==> src/rtl/ram_arbiter.sv <==
// Two-port round-robin arbiter in front of a single-port synchronous RAM.
// One grant per cycle; read data returns to the granted port one cycle later.
module ram_arbiter #(
    parameter int AW        = 8,
    parameter int DW        = 8,
    parameter int MAX_BURST = 4
) (
    input  logic          clk,
    input  logic          rst_n,
    input  logic          req0,
    input  logic          we0,
    input  logic [AW-1:0] addr0,
    input  logic [DW-1:0] wdata0,
    input  logic          lock0,
    output logic          gnt0,
    output logic          rvalid0,
    output logic [DW-1:0] rdata0,
    input  logic          req1,
    input  logic          we1,
    input  logic [AW-1:0] addr1,
    input  logic [DW-1:0] wdata1,
    input  logic          lock1,
    output logic          gnt1,
    output logic          rvalid1,
    output logic [DW-1:0] rdata1,
    output logic          ram_we,
    output logic [AW-1:0] ram_addr,
    output logic [DW-1:0] ram_din,
    input  logic [DW-1:0] ram_dout
);
    localparam int CW = $clog2(MAX_BURST + 1);

    typedef enum logic [1:0] {
        OWN_NONE = 2'd0,
        OWN_P0   = 2'd1,
        OWN_P1   = 2'd2
    } owner_t;

    owner_t        r_owner, w_owner_nxt;
    logic          r_last, w_last_nxt;
    logic [CW-1:0] r_burst_cnt, w_cnt_nxt, w_cnt_sat;
    logic          r_rd_tag0, r_rd_tag1;
    logic          w_g0, w_g1, w_gnt0, w_gnt1;
    logic          w_below_max;

    assign w_below_max = (r_burst_cnt < CW'(MAX_BURST));
    assign w_cnt_sat   = (r_burst_cnt == CW'(MAX_BURST)) ? r_burst_cnt : r_burst_cnt + CW'(1);

    // Owner keeps the RAM until it drops req or exhausts its burst while the other waits
    always_comb begin
        w_g0 = 1'b0;
        w_g1 = 1'b0;
        if (r_owner == OWN_P0 && req0 && (w_below_max || !req1)) begin
            w_g0 = 1'b1;
        end else if (r_owner == OWN_P1 && req1 && (w_below_max || !req0)) begin
            w_g1 = 1'b1;
        end else if (req0 && !req1) begin
            w_g0 = 1'b1;
        end else if (req1 && !req0) begin
            w_g1 = 1'b1;
        end else if (req0 && req1) begin
            if (r_last) w_g0 = 1'b1;
            else        w_g1 = 1'b1;
        end
    end

    assign w_gnt0 = w_g0 & rst_n;
    assign w_gnt1 = w_g1 & rst_n;
    assign gnt0   = w_gnt0;
    assign gnt1   = w_gnt1;

    always_comb begin
        w_owner_nxt = OWN_NONE;
        w_cnt_nxt   = '0;
        w_last_nxt  = r_last;
        if (w_gnt0) begin
            w_last_nxt  = 1'b0;
            w_cnt_nxt   = (r_owner == OWN_P0) ? w_cnt_sat : CW'(1);
            w_owner_nxt = lock0 ? OWN_P0 : OWN_NONE;
        end else if (w_gnt1) begin
            w_last_nxt  = 1'b1;
            w_cnt_nxt   = (r_owner == OWN_P1) ? w_cnt_sat : CW'(1);
            w_owner_nxt = lock1 ? OWN_P1 : OWN_NONE;
        end
    end

    always_comb begin
        ram_we   = 1'b0;
        ram_addr = '0;
        ram_din  = '0;
        if (w_gnt0) begin
            ram_we   = we0;
            ram_addr = addr0;
            ram_din  = wdata0;
        end else if (w_gnt1) begin
            ram_we   = we1;
            ram_addr = addr1;
            ram_din  = wdata1;
        end
    end

    always_ff @(posedge clk or negedge rst_n) begin
        if (!rst_n) begin
            r_owner     <= OWN_NONE;
            r_last      <= 1'b1;
            r_burst_cnt <= '0;
            r_rd_tag0   <= 1'b0;
            r_rd_tag1   <= 1'b0;
        end else begin
            r_owner     <= w_owner_nxt;
            r_last      <= w_last_nxt;
            r_burst_cnt <= w_cnt_nxt;
            r_rd_tag0   <= w_gnt0 & ~we0;
            r_rd_tag1   <= w_gnt1 & ~we1;
        end
    end

    assign rvalid0 = r_rd_tag0;
    assign rvalid1 = r_rd_tag1;
    assign rdata0  = ram_dout;
    assign rdata1  = ram_dout;
endmodule

==> config.mk <==
export PLATFORM = sky130hd
export DESIGN_NAME = ram_arbiter
export DESIGN_NICKNAME = d
export VERILOG_FILES = /design/src/rtl/ram_arbiter.sv
export SDC_FILE = /design/constraint.sdc
export NUM_CORES = 1
export LEC_CHECK = 0
export CORE_MARGIN = 1
export CORE_UTILIZATION = 32
export CTS_CLUSTER_SIZE = 40
export DETAILED_ROUTE_END_ITERATION = 8
export PLACE_DENSITY_LB_ADDON = 0.1
export RECOVER_POWER = 25
export SYNTH_ARGS = -nofsm -noshare
export SYNTH_HDL_FRONTEND = slang
export SYNTH_SLANG_ARGS = --single-unit
==> constraint.sdc <==
create_clock -name clk -period 2.4 [get_ports clk]
set_input_delay 0.48 -clock clk [delete_from_list [all_inputs] [get_ports clk]]
set_output_delay 0.48 -clock clk [all_outputs]
set_load 0.01 [all_outputs]
After elaboration in Yosys (flattened, before gate mapping)

Cells that the tools add are included.

Eq/ne operators: 3
Order comparisons: 1
Add/sub/neg operators: 1
Muxes and demuxes: 29
Reductions and logical operators: 12
Bitwise gates (word level): 6

Operators by type and width:

| kind                                                             | number |
|---|---|
| 8-bit 2-to-1 mux                                                 | 4 |
| 1-bit 2-to-1 mux                                                 | 17 |
| 3-bit 2-to-1 mux                                                 | 5 |
| 1-bit logical AND                                                | 7 |
| 2-bit 2-to-1 mux                                                 | 3 |
| 1-bit bitwise AND                                                | 4 |
| 3-bit by 1-bit adder with 3-bit output (second input constant)   | 1 |
| 3-bit == test (second input constant)                            | 1 |
| 3-bit less-than comparator (second input constant)               | 1 |
| 2-bit by 1-bit == test with 1-bit output (second input constant) | 1 |
| 2-bit == test (second input constant)                            | 1 |
| 1-bit zero test                                                  | 2 |
| 1-bit logical OR                                                 | 2 |
| 1-bit inverter                                                   | 2 |
| 2-bit nonzero test                                               | 1 |

Output and inout port bits: 37
Bits in registers: 8
Input bits: 48

Depth between registers and ports, before layout

Gate-level depths: netlist of the first run.

Depth in word-level cells: 9
Gate-level depth with buffers: 6

Worst setup path before layout of the first run

Ideal clock, no wire load.

Kind: flip-flop to output port
From: reg r_last
To: out ram_addr[6]
Path slack: 0.471 ns
Arrival: 1.449 ns
Data required time: 1.920 ns
Cell stages (with the launch flop): 6
Cells stage by stage: dfstp_2 o21ba_4 o221ai_4 buf_4 a32oi_1 nor2b_1

Word-level cells in the longest chain between the ends: 9
Elaborated cells between the ends (all ways): 16

Ends and longest elaborated chain:

| what                   | RTL line | RTL |
|---|---|---|
| start, declared        | 40       | `logic r_last, w_last_nxt;` |
| start signal, assigned | 111      | `r_last <= w_last_nxt;` |
| 1-bit 2-to-1 mux       | 62       | `if (r_last) w_g0 = 1'b1;` |
| 1-bit 2-to-1 mux       | 61       | `end else if (req0 && req1) begin` |
| 1-bit 2-to-1 mux       | 59       | `end else if (req1 && !req0) begin` |
| 1-bit 2-to-1 mux       | 57       | `end else if (req0 && !req1) begin` |
| 1-bit 2-to-1 mux       | 55       | `end else if (r_owner == OWN_P1 && req1 && (w_below_max \|\| !req0)) begin` |
| 1-bit 2-to-1 mux       | 53       | `if (r_owner == OWN_P0 && req0 && (w_below_max \|\| !req1)) begin` |
| 1-bit bitwise AND      | 68       | `assign w_gnt1 = w_g1 & rst_n;` |
| 8-bit 2-to-1 mux       | 95       | `end else if (w_gnt1) begin` |
| 8-bit 2-to-1 mux *     | 91       | `if (w_gnt0) begin` |
| end, declared          | 27       | `output logic [AW-1:0] ram_addr,` |

Mark *: on every way between the ends. The rest lies on a longest branch, timed or not.

Worst setup path after layout of the first run

From: reg r_last
To: out ram_din[2]

Word-level cells in the longest chain between the ends: 9
Elaborated cells between the ends (all ways): 16

Ends and longest elaborated chain:

| what               | RTL line | RTL |
|---|---|---|
| 1-bit 2-to-1 mux   | 62       |  |
| 1-bit 2-to-1 mux   | 61       |  |
| 1-bit 2-to-1 mux   | 59       |  |
| 1-bit 2-to-1 mux   | 57       |  |
| 1-bit 2-to-1 mux   | 55       |  |
| 1-bit 2-to-1 mux   | 53       |  |
| 1-bit bitwise AND  | 68       |  |
| 8-bit 2-to-1 mux   | 95       |  |
| 8-bit 2-to-1 mux * | 91       |  |
| end, declared      | 28       | `output logic [DW-1:0] ram_din,` |

Marks and branches as above.

==> flow_summary.ini, run 1 <==
[timing]
setup_viol = 0
hold_viol = 0
fin_crit_ns = 2.37
tightest_slew_ns = 0.377
fmax_mhz = 422
final_max_slew_viol_count = 0
setup_ws_ns = 0.0300
rsz0062_at_grt = true
max_slew_margin = 0.749
period_share = 0.988
whs_ns = 0.717
fin_skew_ns = 0.00693

[routing]
dr.pass1.iters = 4
wl_met2_mm = 1.59
route.detailed.drc = 0
top_layer_used = met4
vias = 1017
drtAntennaViolNets = 0
drt-met1-wl_mm = 1.14
wirelength_mm = 2.95
wl_met3_um = 213
drt_iter0_markers = 12
viasPerCell = 5.32
wl_per_cell_um = 15.5

[synthesis]
synth_edf_count = 0
synth.top_cell.area_share = 0.201
synth_top_family_by_area = compound AO/OA/AOI/OAI gates
synth_mux_area_frac = 0
syn-num-nets = 150
synthFlopType = dfrtp_1
synth.distinct_cells = 27
synth-async-reset-ratio = 1.00
netlist_area_sq_um = 871
yosys.area_share.simple = 0.239
synth_seq_area_share = 0.231
yosys-top-cells-area = dfrtp_1, a32oi_1, buf_4
synthTopCellsByCount = nor2b_1, a32oi_1, buf_4
synth-seq-cells = 8
post_synth.cell_area_avg_sq_um = 8.71
synth_fa_ha_area_frac = 0.0287
synth_xor_area_frac = 0.0101
yosys_warnings = 0
synth_compound_area_frac = 0.287
syn_inst = 100
yosysMostFrequentCell = nor2b_1
yosysTopAreaCell = dfrtp_1

[worst_setup_path]
cpPeakStageDelay_ns = 0.53
path_cells = o21ba_4, buf_4, o221a_4, a32oi_1, nor2b_1, clkdlybuf4s15_1
cpMaxStageDelayCell = dfstp_2
critPathKind = flop to output pin
worstPathMaxFanout = 5
critPathBufInv = 2
required_ns = 1.92
cp_top_family = compound AO/OA/AOI/OAI gates
endpoint_kind = output pin
start_kind = flop
arrival_ns = 1.89

[pwr]
p_sw_uw = 184
sequentialPowerShare = 0.264
switching_share = 0.322
pwr-share-clk = 0.187
leakagePower_nw = 0.662
ir_drop_mv = 0.248
p_comb_frac = 0.549
pwr_density_cell_nw_per_um2 = 356
p_int_uw = 387

[floorplanning]
die_h_um = 54.2
std_cell_rows = 18
coreArea_sq_um = 2520
dieArea_sq_um = 2930
ios = 85
start_util = 0.345
fp.dieW_um = 54.2

[clocking]
cts_hold_buf = 0
cts-buffers-inserted = 3
insertion_delay_ns = 0.25
cts.clk_slew.worst_paths_ns = 0.06
cts_tree = yes
cts_sinks = 8
cts_root_buf = clkbuf_4
clk_path_buf_depth = 2
htreeDepth = 1

[cells_and_area]
fin_nets = 212
syn2layout_area_growth_pct = 83.9
antenna_cells = 0
drive_above_1_share = 0.267
fill_cells = 223

[grt]
groute.usage.overall = 0.192
grt_pass1_wl_mm = 4.13
grt_pass1_vias = 936
antenna_found_initial = 0
grt_max_degree = 22
overflow = 0

[placed_design]
dp_hpwl_mm = 1.97
io_buffers = 60
gp_congestion = 0.767
dp_slack_ns = -0.249

[flow_run]
drv_cap = 0

[run_status]
status = completed

[min_path]
hold_class = flop to flop
-- worst min-delay path, delay by kind of cell, from the launching register on --
family,cells,cell delay [ns]
compound gates,1,0.17
fa+ha+maj,1,0.17
flops,1,0.34
-- registers in the layout (all words and copies together), names as in the netlist --
register	flops
rvalid0	1
r_owner	2
r_last	1
rvalid1	1
r_burst_cnt	3
-- per-stage QoR --
step	setup TNS (ns)	utilization	cells	power (mW)	cell area, sq um
2_1_floorplan	0	-	100	0.295	871
3_3_place_gp	-4.05	0.577	181	0.421	1460
3_5_place_dp	-4.19	0.577	181	0.424	1460
4_1_cts	0	0.609	190	0.552	1540
5_1_grt	-0.0754	0.635	191	0.610	1600
6_report	0	0.635	191	0.571	1600
-- per-layer routing --
metal  track usage  up-vias
met4        0.0684        0
met1         0.239      478
met3        0.0282        2
met2         0.331       51
li1              -      486
met5             0        -
-- cell families (layout without fill, tap and decap cells) --
kind of cell	Yosys count	after routing
XOR/XNOR	1	1
flip-flops	8	8
AND/OR/NAND/NOR	36	36
AO/OA/AOI/OAI	25	28
adder cells (fa/ha/maj)	2	2
buffers and inverters	28	86
-- what timing repair did --
action,CTS,global route
buffers inserted,3,0
gates cloned,2,1
pin swaps,4,8
hold endpoints to repair,0,0
resized for setup,25,33
endpoints found under the setup margin,19,17
-- cell usage in the layout, fill, tap and decap left out, types with 2 or more instances in the layout --
cell type	synthesis	routed
a32oi_1	17	9
ha_1	2	2
dlygate4sd2_1	0	6
inv_1	5	5
nor2_1	2	2
clkbuf_4	0	3
clkbuf_1	4	3
and3_1	3	3
nand2_1	6	4
nor2b_1	20	20
clkdlybuf4s50_1	0	38
clkdlybuf4s15_1	0	8
buf_4	17	14
o221a_4	1	4
a32oi_2	0	8
clkbuf_2	0	7
dfrtp_1	7	7
-- area by class of cell --
type                    count  area (sq um)  area share
clock buffers               4          26.3      0.0164
inverters                   5          18.8      0.0117
multi-input cells          67           627       0.391
flip-flops and latches      8           201       0.126
well taps                  30          37.5      0.0234
repair buffers             77           691       0.431
-- power groups by stage --
stage / clock (mW) / sequential, mW / combinational [mW]
3_5_place_dp: 0 / 0.154 / 0.270
5_1_grt: 0.122 / 0.151 / 0.337
3_3_place_gp: 0 / 0.154 / 0.267
2_1_floorplan: 0 / 0.154 / 0.142
4_1_cts: 0.114 / 0.150 / 0.288
6_report: 0.107 / 0.151 / 0.313
-- worst paths after layout --
path / startpoint / end / slack (ns) / cells past startpoint
worst max-delay path: r_last / ram_din[2] / 0.03 / 6
worst min-delay path: r_burst_cnt[1] / r_burst_cnt[2] / 0.72 / 2
worst max register to register: r_last / r_burst_cnt[1] / 0.49 / 7
worst min register to register: r_burst_cnt[1] / r_burst_cnt[2] / 0.72 / 2
max in group asynchronous: rst_n / r_last / 1.31 / 3
min in group asynchronous: rst_n / rvalid1 / 0.75 / 2
Power figures use the tool's default switching activity.
==> run 2: changes to the inputs <==
--- a/config.mk
+++ b/config.mk
@@ -5,8 +5,10 @@
 export SDC_FILE = /design/constraint.sdc
 export NUM_CORES = 1
 export LEC_CHECK = 0
+export CELL_PAD_IN_SITES_DETAIL_PLACEMENT = 1
+export CELL_PAD_IN_SITES_GLOBAL_PLACEMENT = 1
 export CORE_MARGIN = 1
-export CORE_UTILIZATION = 32
+export CORE_UTILIZATION = 21
 export CTS_CLUSTER_SIZE = 40
 export DETAILED_ROUTE_END_ITERATION = 8
 export PLACE_DENSITY_LB_ADDON = 0.1
==> flow_summary.ini, run 2 (synthesis gave the netlist of run 1 again) <==
[timing]
whs_ns = 0.682
max_slew_margin = 0.729
tightest_slew_ns = 0.406
hold_viol = 0
period_share = 0.973
setup_viol = 0
fin_skew_ns = 0.00131
fmax_mhz = 428
fin_crit_ns = 2.34
rsz0062_at_grt = false
final_max_slew_viol_count = 0
timing.setup.tns_ns = 0

[placed_design]
io_buffers = 60
gp_congestion = 0.750
dp_hpwl_mm = 2.45

[routing]
wl_met2_mm = 1.81
dr.pass1.iters = 4
drtAntennaViolNets = 0
drt_iter0_markers = 31
top_layer_used = met4
wl_met3_um = 221
viasPerCell = 4.95
wl_per_cell_um = 17.2
wirelength_mm = 3.63
route.detailed.drc = 0
drt-met1-wl_mm = 1.56
vias = 1044

[floorplanning]
fp.dieW_um = 66.4
std_cell_rows = 23
coreArea_sq_um = 4000
dieArea_sq_um = 4410
start_util = 0.218
ios = 85
die_h_um = 66.4

[grt]
overflow = 0
antenna_found_initial = 0
grt_max_degree = 13
grt_pass1_wl_mm = 5.64
grt_pass1_vias = 1120
groute.usage.overall = 0.173

[worst_setup_path]
cp_top_family = compound AO/OA/AOI/OAI gates
required_ns = 1.92
cpMaxStageDelayCell = dfstp_2
critPathBufInv = 2
cpPeakStageDelay_ns = 0.54
worstPathMaxFanout = 5
arrival_ns = 1.86
path_cells = o21ba_4, buf_4, o221a_4, a32oi_1, nor2b_1, clkdlybuf4s15_1
start_kind = flop
critPathKind = flop to output pin
endpoint_kind = output pin

[clocking]
cts_hold_buf = 0
cts.clk_slew.worst_paths_ns = 0.04
cts_tree = yes
cts_sinks = 8
cts_root_buf = clkbuf_8
insertion_delay_ns = 0.23
htreeDepth = 1
cts-buffers-inserted = 3
clk_path_buf_depth = 2

[pwr]
ir_drop_mv = 0.278
pwr-share-clk = 0.274
leakagePower_nw = 0.660
p_sw_uw = 198
p_comb_frac = 0.483
switching_share = 0.315
pwr_density_cell_nw_per_um2 = 396
sequentialPowerShare = 0.243
p_int_uw = 431

[cells_and_area]
antenna_cells = 0
seqCellArea_sq_um = 201
drive_above_1_share = 0.304
syn2layout_area_growth_pct = 82.5
layout_common_cells = clkdlybuf4s50_1, nor2b_1, clkbuf_2, buf_4, a32oi_1
utilization = 0.397
largest_reg_flops = 3
final_common_cell = clkdlybuf4s50_1
multiInputGateArea_sq_um = 592
fill_cells = 447
fin_nets = 212
top_register = r_burst_cnt
reg_top3 = r_burst_cnt: 3 flops, r_owner: 2 flops

[flow_run]
drv_cap = 0

[min_path]
hold_class = flop to flop

[run_status]
status = completed
[run 2: layout make-up]
type	count	share of cell area
Timing Repair Buffer	77	0.421
Multi-Input combinational cell	67	0.372
Sequential cell	8	0.127
Tap cell	50	0.0394
Clock buffer	4	0.0283
Inverter	5	0.0118
[run 2: timing repair]
item,4_1_cts,5_1_grt
gates cloned,3,0
setup buffers,2,2
gates resized for setup,35,31
setup endpoints to repair,19,18
pin swaps,3,6
[run 2: power groups by stage]
| stage | Clock [mW] | Combinational, mW | Sequential (mW) |
|---|---|---|---|
| 2_1_floorplan | 0 | 0.142 | 0.154 |
| 3_3_place_gp | 0 | 0.273 | 0.154 |
| 3_5_place_dp | 0 | 0.277 | 0.155 |
| 4_1_cts | 0.183 | 0.301 | 0.153 |
| 5_1_grt | 0.192 | 0.327 | 0.154 |
| 6_report | 0.172 | 0.304 | 0.153 |
[run 2: worst paths after layout]
kind,start,endpoint,slack [ns],cells past startpoint
max,r_last,ram_addr[6],0.06,6
min,r_last,r_last,0.68,3
max reg2reg,r_last,r_burst_cnt[1],0.57,6
min reg2reg,r_last,r_last,0.68,3
max in group asynchronous,rst_n,r_last,1.42,3
min in group asynchronous,rst_n,r_owner[1],0.77,3
[run 2: through the flow]
step	area [sq um]	power (mW)	setup WS [ns]	cells
floorplan	871	0.295	0.471	100
global placement	1470	0.426	-0.299	200
detailed placement	1470	0.431	-0.301	200
CTS	1610	0.637	-0.0121	209
global route	1590	0.674	0.00797	211
finish	1590	0.629	0.0638	211
[run 2: routing by layer]
metal / up-vias / global-route usage
met4: 0 / 0.0691
met3: 5 / 0.0448
li1: 486 / -
met5: - / 0
met2: 43 / 0.281
met1: 510 / 0.216
[run 2: worst reg2reg max path, delay by kind of cell (launching register included)]
family	cells	cell delay, ns
and+or+nand+nor	1	0.18
DFF	1	0.54
buffers and inverters	2	0.31
AOI/OAI and AO/OA	3	0.69
==> RTL edit 1: new RTL, settings of run 2 <==
Encoding of `owner_t`: now one-hot (3 bits for 3 values).
--- a/src/rtl/ram_arbiter.sv
+++ b/src/rtl/ram_arbiter.sv
@@ -30,10 +30,10 @@
 );
     localparam int CW = $clog2(MAX_BURST + 1);
 
-    typedef enum logic [1:0] {
-        OWN_NONE = 2'd0,
-        OWN_P0   = 2'd1,
-        OWN_P1   = 2'd2
+    typedef enum logic [2:0] {
+        OWN_NONE = 3'b001,
+        OWN_P0   = 3'b010,
+        OWN_P1   = 3'b100
     } owner_t;
 
     owner_t        r_owner, w_owner_nxt;
Check against the original RTL: same outputs for any inputs over 10 cycles, from zero or initial values and one cycle with rst_n low; not proved beyond that.
==> RTL edit 1 against run 2 <==
- the run now ends with negative setup slack left
- cell count decreased by 1.4%
- synthesized area decreased by 3.9%
- total power decreased by 1.6%
- clock skew increased by 0.0045 ns
- routed wire length decreased by 13%
- sequential cell count increased by 1
- cell area decreased by 1.3%
- worst setup slack got worse by 0.18 ns
- critical path type unchanged
- critical endpoint is now ram_we
==> RTL edit 1: results (changes against run 2) <==
* Leakage at 0.742 nW (+12%)
* Post-Synth XOR/XNOR Area at 0% (-1.0 points)
* Worst Path Max Fanout at 4 (-1)
* First-pass GRT wire length at 4.51 mm (-20%)
* Top flop regs: r_burst_cnt: 3 flops, r_owner: 3 flops
* Largest net degree at the start of global routing at 21 (+8)
* Unique masters post-synth at 31 (+15%)
* Slew margin rel. at 65.3% (-7.6 points)
* Fillcell total at 456 (+2.0%)
* DP HPWL at 2.29 mm (-6.5%)
* Count of final setup violators at 15 (+15)
* Total negative slack at -0.765 ns (-0.765 ns)
* Worst Hold Class: in2async
* Post-CTS setup buffer count at 8 (+6)
* Met3 Routed Length at 167 µm (-24%)
* Comb pwr share at 42.7% (-5.6 points)
* Status: complete, but fails checks
* 1st-pass router iterations at 3 (-1)
* Syn_nets at 137 (-8.7%)
* Final worst slack at -0.112 ns (-0.176 ns)
* Clock power frac at 29.4% (+2.0 points)
* Share of cells above drive strength 1 at 38.1% (+7.7 points)
* 1st-iter DRT viols at 39 (+26%)
* All-Layer GR Usage at 14.4% (-3.0 points)
* Failing checks: negative setup slack
-- RTL edit 1: changes by cell type after synthesis, sizes merged, moves of 2 or more --
cell,run 2,this run
nand3,0,2
o211ai,0,2
a21oi,1,3
a32oi,17,0
nor2b,21,4
nand2,6,4
clkbuf,4,0
a22o,0,18
and4bb,0,2
-- RTL edit 1: worst paths after layout --
kind | start | to | slack [ns] | cells after the start
min reg2reg | r_last | r_last | 0.67 | 2
min | rst_n | r_owner[2] | 0.59 | 3
max in group asynchronous | rst_n | r_owner[0] | 1.45 | 3
min in group clk | r_last | r_last | 0.67 | 2
max | r_owner[0] | ram_we | -0.11 | 7
max reg2reg | r_owner[0] | r_owner[1] | 0.47 | 8
-- RTL edit 1: logic make-up (layout without fill, tap and decap cells) --
kind of cell	Yosys count	after routing
AO/OA/AOI/OAI	30	30
adder cells (fa/ha/maj)	2	2
buffers and inverters	26	99
flip-flops	9	9
AND/OR/NAND/NOR	20	20
-- RTL edit 1: cell type report --
class / count / area (µm²) / share of cell area (%)
Tap cell: 48 / 60.1 / 3.83
Clock inverter: 1 / 5.00 / 0.319
Clock buffer: 3 / 41.3 / 2.63
Timing Repair Buffer: 87 / 753 / 48.0
Multi-Input combinational cell: 52 / 440 / 28.1
Sequential cell: 9 / 228 / 14.5
Inverter: 6 / 27.5 / 1.75
Timing Repair inverter: 2 / 13.8 / 0.877
-- RTL edit 1: per-layer routing --
layer / vias to the layer above / global-route usage (%)
li1: 445 / -
met2: 32 / 27.9
met4: 0 / 5.43
met1: 442 / 13.8
met5: - / 0
met3: 7 / 4.69
-- RTL edit 1: critical path, cell delays in order, from the launching register on --
cell and delay [ns]:
dfstp_2 0.53, buf_6 0.09, and4bb_1 0.19, and3_4 0.16, nor2_4 0.24, clkinvlp_4 0.19
a22o_1 0.25, buf_2 0.13
==> RTL edit 2: new RTL, config.mk and constraints of run 2 <==
Made on the original files. `MAX_BURST`: 4 -> 8.
--- a/src/rtl/ram_arbiter.sv
+++ b/src/rtl/ram_arbiter.sv
@@ -3,7 +3,7 @@
 module ram_arbiter #(
     parameter int AW        = 8,
     parameter int DW        = 8,
-    parameter int MAX_BURST = 4
+    parameter int MAX_BURST = 8
 ) (
     input  logic          clk,
     input  logic          rst_n,
Function: changed (Yosys sat finds a counterexample within 10 cycles, from zero or initial values and one cycle with rst_n low).
==> RTL edit 2 against run 2 <==
- non-clock buffer count is 5 higher
- worst setup slack better by 0.013 ns
- sequential power is 12% higher
- die area is 38% higher
- worst hold slack worse by 0.12 ns
- routed wire length is 2.0% higher
- count of clock-buffer cells in the layout stayed put
- critical path type is now in2out
- synthesized area is 39% higher
- critical path depth stayed put
- total power is 2.6% higher
- cell area is 13% higher
- sequential cell count is 1 higher
- cell count is 28% higher
- clock power is 2% higher
==> RTL edit 2: results (changes against run 2) <==
* Status: complete, no violations
* Initial antenna violation count at 0 (unchanged)
* Syn_nets at 192 (+28%)
* Worst Path Max Fanout at 7 (+2)
* Max-Cap Viols at 0 (unchanged)
* Antenna cells at 0 (unchanged)
* Count of final setup violators at 0 (unchanged)
* H-tree depth at 1 (unchanged)
* Post-synthesis sequential area ratio at 18.7% (-4.4 points)
* Ys async rst share at 100% (unchanged)
* Synth area leaders: dfrtp_1 (17%), o32ai_2 (13%), nand2_1 (11%)
* Worst-margin pin slew at 0.396 ns (-0.0101 ns)
* Worst path slowest cell: clkdlybuf4s50_1
* TritonCTS Buffers at 3 (unchanged)
* All-Layer GR Usage at 12.7% (-4.7 points)
* Clock Tree Root: clkbuf_8
* Nets at 250 (+18%)
* DP HPWL at 3.03 mm (+24%)
* Largest net degree at the start of global routing at 42 (+29)
* Hold Violations, Final at 0 (unchanged)
* Arrival time at the worst endpoint at 1.84 ns (-0.02 ns)
* 1st-iter DRT viols at 22 (-29%)
* Post-synth top flop: dfrtp_1
* Peak VDD IR at 119 µV (-57%)
* Top flop regs: r_burst_cnt: 4 flops, r_owner: 2 flops
* Drt wl/cell at 13.7 µm (-21%)
* Post-synth top cells: nand2_1 (37), buf_4 (16), o32ai_2 (10), dfrtp_1 (8), o32ai_1 (7)
* CTS clk-pin slew, worst paths at 0.04 ns (about the same)
* Placed Cells at 264 (+32%)
* Unique masters post-synth at 35 (+30%)
* Post-Syn Instances at 142 (+42%)
* Clk_lat worst skew at 0.23 ns (about the same)
* GP Congestion at 0.691 (-7.9%)
* Share of cells above drive strength 1 at 28.1% (-2.3 points)
* Fillcell total at 684 (+53%)
* Post-Place Worst Slack at -0.489 ns (-0.188 ns)
* Layout Cells excl Fill at 271 (+28%)
* Ys Warns at 0 (unchanged)
* Leakage at 0.740 nW (+12%)
* Vias in the first global route at 1315 (+17%)
* First-pass GRT wire length at 6.17 mm (+9.4%)
* Post-CTS Hold Fix Bufs at 0 (unchanged)
* Worst-case clock skew at 0.00283 ns (+0.00152 ns)
* Vias at 1225 (+17%)
* Critical Path Max Stage Delay at 0.49 ns (-0.05 ns)
* Port bufs at 60 (unchanged)
* 1st-pass router iterations at 4 (unchanged)
* Clock buffer depth at 2 (unchanged)
* Worst Hold Class: reg2reg
[RTL edit 2: cell count changes in the layout (fill, tap and decap cells not counted), sizes merged, moves of 3 or more]
cell           delta
clkbuf           -10
a21oi             +4
nand2b            +4
o221a             -4
and3              -3
clkdlybuf4s15     -3
o32ai            +17
nand2            +31
nand3             +3
nor2b            -21
nand3b            +4
buf              +16
a32oi            -17
[RTL edit 2: where the power goes]
part	switching [mW]	total (mW)	internal (mW)	leakage, nW
Combinational	0.130	0.297	0.168	0.599
Sequential	0.00957	0.172	0.163	0.119
Clock	0.0606	0.176	0.116	0.0228
Total	0.200	0.646	0.446	0.740
[RTL edit 2: logic make-up (layout without fill, tap and decap cells)]
logic type | Yosys count | after routing | share of synthesized area (%)
AO/OA/AOI/OAI | 35 | 35 | 30.9
adder cells (fa/ha/maj) | 2 | 2 | 2.07
XOR/XNOR | 2 | 2 | 1.45
buffers and inverters | 36 | 93 | 24.1
AND/OR/NAND/NOR | 58 | 58 | 22.8
flip-flops | 9 | 9 | 18.7
[RTL edit 2: path summary, 6_finish.rpt]
path / start / endpoint / slack [ns] / depth (start not counted)
min reg2reg: r_last / r_last / 0.56 / 1
min in group asynchronous: rst_n / r_burst_cnt[2] / 0.61 / 2
min: r_last / r_last / 0.56 / 1
max: req1 / ram_addr[4] / 0.08 / 6
max reg2reg: r_last / r_last / 0.84 / 6
max in group asynchronous: rst_n / r_last / 1.38 / 3
[RTL edit 2: area by class of cell]
| cell class | count | area, µm² | area share (%) |
|---|---|---|---|
| Inverter | 7 | 26.3 | 1.47 |
| Sequential cell | 9 | 226 | 12.6 |
| Tap cell | 72 | 90.1 | 5.03 |
| Timing Repair Buffer | 82 | 709 | 39.6 |
| Clock buffer | 4 | 45.0 | 2.52 |
| Multi-Input combinational cell | 97 | 693 | 38.7 |
[RTL edit 2: critical path: cells and delay by family]
kind | cells | cell delay (ns)
AO/OA/AOI/OAI | 2 | 0.44
buffers and inverters | 4 | 0.92
[RTL edit 2: what timing repair did]
action	4_1_cts	5_1_grt
pin swaps	1	0
gates resized for setup	61	7
cloned	0	0
setup endpoints to repair	19	8
setup buffers	2	1
[RTL edit 2: per-stage QoR]
| step | instance area [µm²] | total power, mW |
|---|---|---|
| after floorplan | 1210 | 0.365 |
| after global placement | 1790 | 0.480 |
| after detailed placement | 1790 | 0.484 |
| after CTS | 1820 | 0.660 |
| after global routing | 1790 | 0.693 |
| final | 1790 | 0.646 |
[RTL edit 2: metal layers]
metal  vias up  track usage [%]  wire (µm)
met5         -                0          0
met4         0             4.26         40
met3         6             2.47        193
met2        46             22.2       1870
met1       568             15.3       1600
li1        605                -          -
